--- src/rtl/conv_out_streamer_pkg.sv ---
// Shared conv-output geometry and streamer state encoding.
package conv_out_streamer_pkg;
  localparam int CONV_DATA_W  = 8;
  localparam int CONV_OUT_H   = 6;
  localparam int CONV_OUT_W   = 6;
  localparam int CONV_OUT_C   = 3;
  localparam int CONV_FRAME_N = CONV_OUT_C * CONV_OUT_H * CONV_OUT_W;

  typedef enum logic {IDLE = 1'b0, STREAM = 1'b1} strm_state_e;

  function automatic int idx_bits(input int n);
    return (n > 1) ? $clog2(n) : 1;
  endfunction
endpackage

--- src/rtl/conv_out_streamer_if.sv ---
// Element stream from the conv result streamer to its consumer.
interface conv_out_streamer_if #(parameter int DATA_W = conv_out_streamer_pkg::CONV_DATA_W);
  logic [DATA_W-1:0] m_data;
  logic              m_vld;
  logic              m_ready;
  logic              m_last;

  modport master (output m_data, m_vld, m_last, input m_ready);
  modport slave  (input m_data, m_vld, m_last, output m_ready);
endinterface

--- src/rtl/conv_out_streamer_mux.sv ---
// Combinational element select: idx -> one DATA_W element of the frame buffer.
module conv_stream_mux #(
  parameter int DATA_W  = 8,
  parameter int FRAME_N = 108,
  parameter int IDX_W   = 7
) (
  input  logic [FRAME_N-1:0][DATA_W-1:0] frame,
  input  logic [IDX_W-1:0]               idx,
  output logic [DATA_W-1:0]              data
);
  always_comb begin
    data = '0;
    if (int'(idx) < FRAME_N) data = frame[idx];
  end
endmodule

--- src/rtl/conv_out_streamer.sv ---
// Captures a whole conv result frame and replays it element by element
// (channel, row, column order) over a valid/ready stream.
import conv_out_streamer_pkg::*;

module conv_out_streamer #(
  parameter int DATA_W = CONV_DATA_W,
  parameter int OUT_H  = CONV_OUT_H,
  parameter int OUT_W  = CONV_OUT_W,
  parameter int OUT_C  = CONV_OUT_C
) (
  input  logic                              clk,
  input  logic                              rst,
  input  logic                              in_vld,
  input  logic [OUT_C*OUT_H*OUT_W*DATA_W-1:0] conv_lin,
  output logic                              in_rdy,
  output logic                              ovf,
  conv_out_streamer_if.master               m_if
);
  localparam int FRAME_N = OUT_C * OUT_H * OUT_W;
  localparam int IDX_W   = idx_bits(FRAME_N);
  localparam logic [IDX_W-1:0] LAST_IDX = IDX_W'(FRAME_N - 1);

  strm_state_e                    state_q, state_d;
  logic [IDX_W-1:0]               idx_q, idx_d;
  logic [FRAME_N-1:0][DATA_W-1:0] frame_q;
  logic                           ovf_q;
  logic                           load;
  logic                           last;

  assign in_rdy      = (state_q == IDLE);
  assign m_if.m_vld  = (state_q == STREAM);
  assign last        = (state_q == STREAM) && (idx_q == LAST_IDX);
  assign m_if.m_last = last;
  assign ovf         = ovf_q;

  always_ff @(posedge clk) begin
    if (rst) state_q <= IDLE;
    else     state_q <= state_d;
  end

  always_comb begin
    state_d = state_q;
    idx_d   = idx_q;
    load    = 1'b0;
    case (state_q)
      IDLE: if (in_vld) begin
        load    = 1'b1;
        idx_d   = '0;
        state_d = STREAM;
      end
      STREAM: if (m_if.m_ready) begin
        // final beat leaves idx parked; the next capture rezeroes it
        if (last) state_d = IDLE;
        else      idx_d   = idx_q + 1'b1;
      end
      default: state_d = IDLE;
    endcase
  end

  always_ff @(posedge clk) begin
    if (rst) begin
      idx_q   <= '0;
      ovf_q   <= 1'b0;
      frame_q <= '0;
    end else begin
      idx_q <= idx_d;
      if (in_vld && !in_rdy) ovf_q <= 1'b1;
      if (load) frame_q <= conv_lin;
    end
  end

  conv_stream_mux #(.DATA_W(DATA_W), .FRAME_N(FRAME_N), .IDX_W(IDX_W)) u_mux (
    .frame (frame_q),
    .idx   (idx_q),
    .data  (m_if.m_data)
  );
endmodule

--- src/flat_wrapper.sv ---
// flat-port wrapper written by rule: the top's interface ports become plain ports
module conv_out_streamer_flat 
#(
  parameter int DATA_W = CONV_DATA_W,
  parameter int OUT_H  = CONV_OUT_H,
  parameter int OUT_W  = CONV_OUT_W,
  parameter int OUT_C  = CONV_OUT_C
)
  (clk, rst, in_vld, conv_lin, in_rdy, ovf, m_if_m_data, m_if_m_vld, m_if_m_last, m_if_m_ready);
  conv_out_streamer_if #(.DATA_W(DATA_W)) m_if_i ();
  input  logic clk;
  input  logic rst;
  input  logic in_vld;
  input  logic [OUT_C*OUT_H*OUT_W*DATA_W-1:0] conv_lin;
  output logic in_rdy;
  output logic ovf;
  output wire logic [$bits(m_if_i.m_data)-1:0] m_if_m_data;
  output wire logic [$bits(m_if_i.m_vld)-1:0] m_if_m_vld;
  output wire logic [$bits(m_if_i.m_last)-1:0] m_if_m_last;
  input wire logic [$bits(m_if_i.m_ready)-1:0] m_if_m_ready;
  assign m_if_m_data = m_if_i.m_data;
  assign m_if_m_vld = m_if_i.m_vld;
  assign m_if_m_last = m_if_i.m_last;
  assign m_if_i.m_ready = m_if_m_ready;
  conv_out_streamer #(.DATA_W(DATA_W), .OUT_H(OUT_H), .OUT_W(OUT_W), .OUT_C(OUT_C)) u_core (.clk(clk), .rst(rst), .in_vld(in_vld), .conv_lin(conv_lin), .in_rdy(in_rdy), .ovf(ovf), .m_if(m_if_i));
endmodule
--- config.mk ---
export PLATFORM = sky130hd
export DESIGN_NAME = conv_out_streamer_flat
export DESIGN_NICKNAME = d
export VERILOG_FILES = /design/src/rtl/conv_out_streamer_pkg.sv /design/src/rtl/conv_out_streamer_if.sv /design/src/rtl/conv_out_streamer_mux.sv /design/src/rtl/conv_out_streamer.sv /design/src/flat_wrapper.sv
export SDC_FILE = /design/constraint.sdc
export NUM_CORES = 2
export LEC_CHECK = 0
export CORE_AREA = 8 8 337 339
export CTS_CLUSTER_DIAMETER = 100
export DETAILED_ROUTE_END_ITERATION = 8
export DIE_AREA = 0 0 345 347
export GPL_TIMING_DRIVEN = 0
export PLACE_DENSITY = 0.68
export SYNTH_ARGS = -nofsm -noshare
export SYNTH_HDL_FRONTEND = slang
export SYNTH_HIERARCHICAL = 1
export SYNTH_SLANG_ARGS = --single-unit
--- constraint.sdc ---
create_clock -name clk -period 2.7 [get_ports clk]
set_input_delay 0.27 -clock clk [delete_from_list [all_inputs] [get_ports clk]]
set_output_delay 0.27 -clock clk [all_outputs]
set_load 0.02 [all_outputs]
==> run metrics <==
Routed WL slightly above 200000 um; commonest register cell after synthesis dfxtp_1; crit share post-route 1.48; worst vdd ir just under 0.0005 V; Register Area around 17000 um^2; Area growth, synth to finish 44.0%; Die Area 120000 um^2; Fin. Hold Viols 0; endpoints failing setup 8; area taken by multi-input logic gates ~18000 um^2; CTS tree done; nets@finish roughly 6300; HP Class in -> reg; initial DRC count 4096; largest net degree at the start of global routing 14; count leader, synth nand2_1; outcome finished, violations left; Initial Util 0.347; Core ar. about 110000 um^2; total gr overflow 0; post-synthesis sequential area ratio 0.466; reg-to-reg endpoint u_core/frame_q[248]$_SDFFE_PP0P_; vias post-DR about 38000; Max Cap Viol 0; Synth Register Bits ~870; Final Non-Filler Cells 6999; Post-DP Area 48100 um^2; post-route ant nets 0; f_max 0.251 GHz; Fillers roughly 10000; Longest Clk Path Bufs 3; design area roughly 54000 um^2; CTS H-tree depth 3; Max transition margin 0.277; clk slew on worst S/H paths ~60 ps; syn_nets 5271; # hold bufs at CTS 0; per-cell routed wire length roughly 30 um; Top Ports 880; initial antenna violation count 45; Syn. warnings 6; Slew @ Worst Pin 1080 ps; reg-to-reg startpoint u_core/m_if.m_vld$_SDFF_PP0_; Post-synth EDFFs 0; clk_lat worst skew slightly below 700 ps; routed vias/inst roughly 5.5; drt pass-1 iters 6; Clock Skews 13.3 ps; synth top area cells dfxtp_1 (47%), nand2_1 (18%), a21oi_1 (12%), mux4_2 (11%), mux2i_1 (2.9%); Worst Setup End Kind output pin; Final Util 0.500; Port Buffers 878; first-pass GRT wire length between 200000 and 300000 um; Inst Count DP about 6700; DRC violations left 0; Avg Inst Size Synth 8.53 um^2; clock root buffer clkbuf_16; layout cells sized above 1 0.147; CTS buffer count 96; Die Span X between 300 and 400 um; max-slew violation count 0; reg2reg setup slack approximately 70 ps; leakage power slightly below 20 nW; dpl hpwl between 150000 and 200000 um; cell taking the most area after synthesis dfxtp_1; required time worst endpoint between 2000 and 2500 ps; routability-driven placement congestion ratio roughly 0.95; vias in the first global route about 38000; failing checks negative setup slack; RSZ-0062 raised after global routing true; hold_sp conv_lin[391]; Die Span Y 347 um; pwr dens between 600 and 700 nW/um^2; Synth top area share 0.466; Synth Instances approximately 4400; mapped cell area 37500 um^2; power consumption 32.8 mW; post-synth cell types just over 60; kind of critical path reg -> out; ranking of synthesized cells by instance count nand2_1 (1754), dfxtp_1 (873), a21oi_1 (872); Worst setup SP type flip-flop; GRT Total Usage 0.326; Final Worst Setup Slack -1290 ps; Worst Hold End u_core/frame_q[391]$_SDFFE_PP0P_; worst r2r path cells 6; asr flop ratio synth 0; Tmin final 3990 ps; Cells on Worst Hold Path 3; site row count about 120; crit-path max FO 10; CP arrival ~3700 ps; TritonCTS sink count about 870
==> worst max path at each step <==
stage / endpoint / startpoint / slack, ps / cells past startpoint
after floorplan: m_if_m_data[0] / u_core/idx_q[0]$_SDFFE_PP0P_ / 50 / 9
after detailed placement: m_if_m_data[4] / u_core/idx_q[2]$_SDFFE_PP0P_ / -3010 / 9
after global routing: m_if_m_data[2] / u_core/idx_q[0]$_SDFFE_PP0P_ / -1360 / 10
after global placement: m_if_m_data[4] / u_core/idx_q[2]$_SDFFE_PP0P_ / -3020 / 9
after CTS: m_if_m_data[6] / u_core/idx_q[0]$_SDFFE_PP0P_ / -1330 / 10
final: m_if_m_data[2] / u_core/idx_q[2]$_SDFFE_PP0P_ / -1290 / 9
==> flip-flops by register name, indices dropped and copies added (netlist names) <==
| register | flops |
|---|---|
| u_core/ovf | 1 |
| u_core/m_if.m_vld | 1 |
| u_core/frame_q | 864 |
| u_core/idx_q | 7 |
==> kinds of logic (layout without fill, tap and decap cells) <==
group                    Yosys count  count (layout)  share of synthesized area
AO/OA/AOI/OAI                   1008            1008                      0.144
adder cells (fa/ha/maj)            1               1                   0.000333
AND/OR/NAND/NOR                 1847            1847                      0.190
buffers and inverters            380            1533                     0.0616
multiplexers                     293             293                      0.139
other                              0              30                          0
flip-flops                       873             873                      0.466
==> layout make-up <==
cell class              count  area share
diodes                     30     0.00139
plain buffers             366      0.0569
clock buffers             138      0.0530
clock inverters            37     0.00783
inverters                  11    0.000810
multi-input cells        3149       0.340
flip-flops and latches    873       0.324
well taps                1414      0.0327
repair buffers            981       0.184
==> cell usage in the layout (no fill, tap or decap), types with 34 or more instances in the layout <==
cell type        netlist  final
nand2_1             1754   1752
a21oi_1              872    871
clkdlybuf4s50_1        0    869
dfxtp_1              873    869
mux4_2               176    177
buf_2                153    134
clkbuf_1             108    107
clkbuf_16              0    106
buf_6                 80     90
mux2i_1              109     87
buf_4                 21     76
buf_12                 1     34
==> metal layers <==
metal  track usage  vias to the layer above  share of wire
met3         0.100                      456           0.11
met2         0.546                     2230           0.47
li1              -                    17200              -
met1         0.385                    18500           0.37
met4         0.143                       22          0.048
met5             0                        -        0.00099
==> critical path, cell delays in order, from the launching register on <==
cell and delay [ps]:
dfxtp_2 400, buf_8 210, buf_6 280, buf_12 240, mux4_2 330, a22oi_2 340
nand4b_1 370, a32oi_4 460, o311ai_2 160, buf_4 200
==> what timing repair did <==
action                                  in CTS  in global routing
endpoints found under the hold margin        0                  0
endpoints found under the setup margin      10                  9
pin swaps                                   32                 33
buffers inserted                            79                 24
gates cloned                                 0                  1
resized for setup                          360                 65
==> stage by stage <==
stage	TNS, ps	setup slack, ps	hold WS [ps]
4_1_cts	-9360	-1330	84.0
6_report	-9400	-1290	126
5_1_grt	-9840	-1360	112
3_3_place_gp	-43690	-3020	438
2_1_floorplan	0	53.7	385
3_5_place_dp	-40610	-3010	443
==> power breakdown <==
part | internal, mW | leakage, nW | switching (mW) | total, mW
Combinational | 2.46 | 10.8 | 2.58 | 5.04
Sequential | 13.6 | 7.17 | 0.421 | 14.0
Clock | 8.14 | 1.62 | 5.60 | 13.7
Total | 24.2 | 19.6 | 8.59 | 32.8
Power figures use the tool's default switching activity.
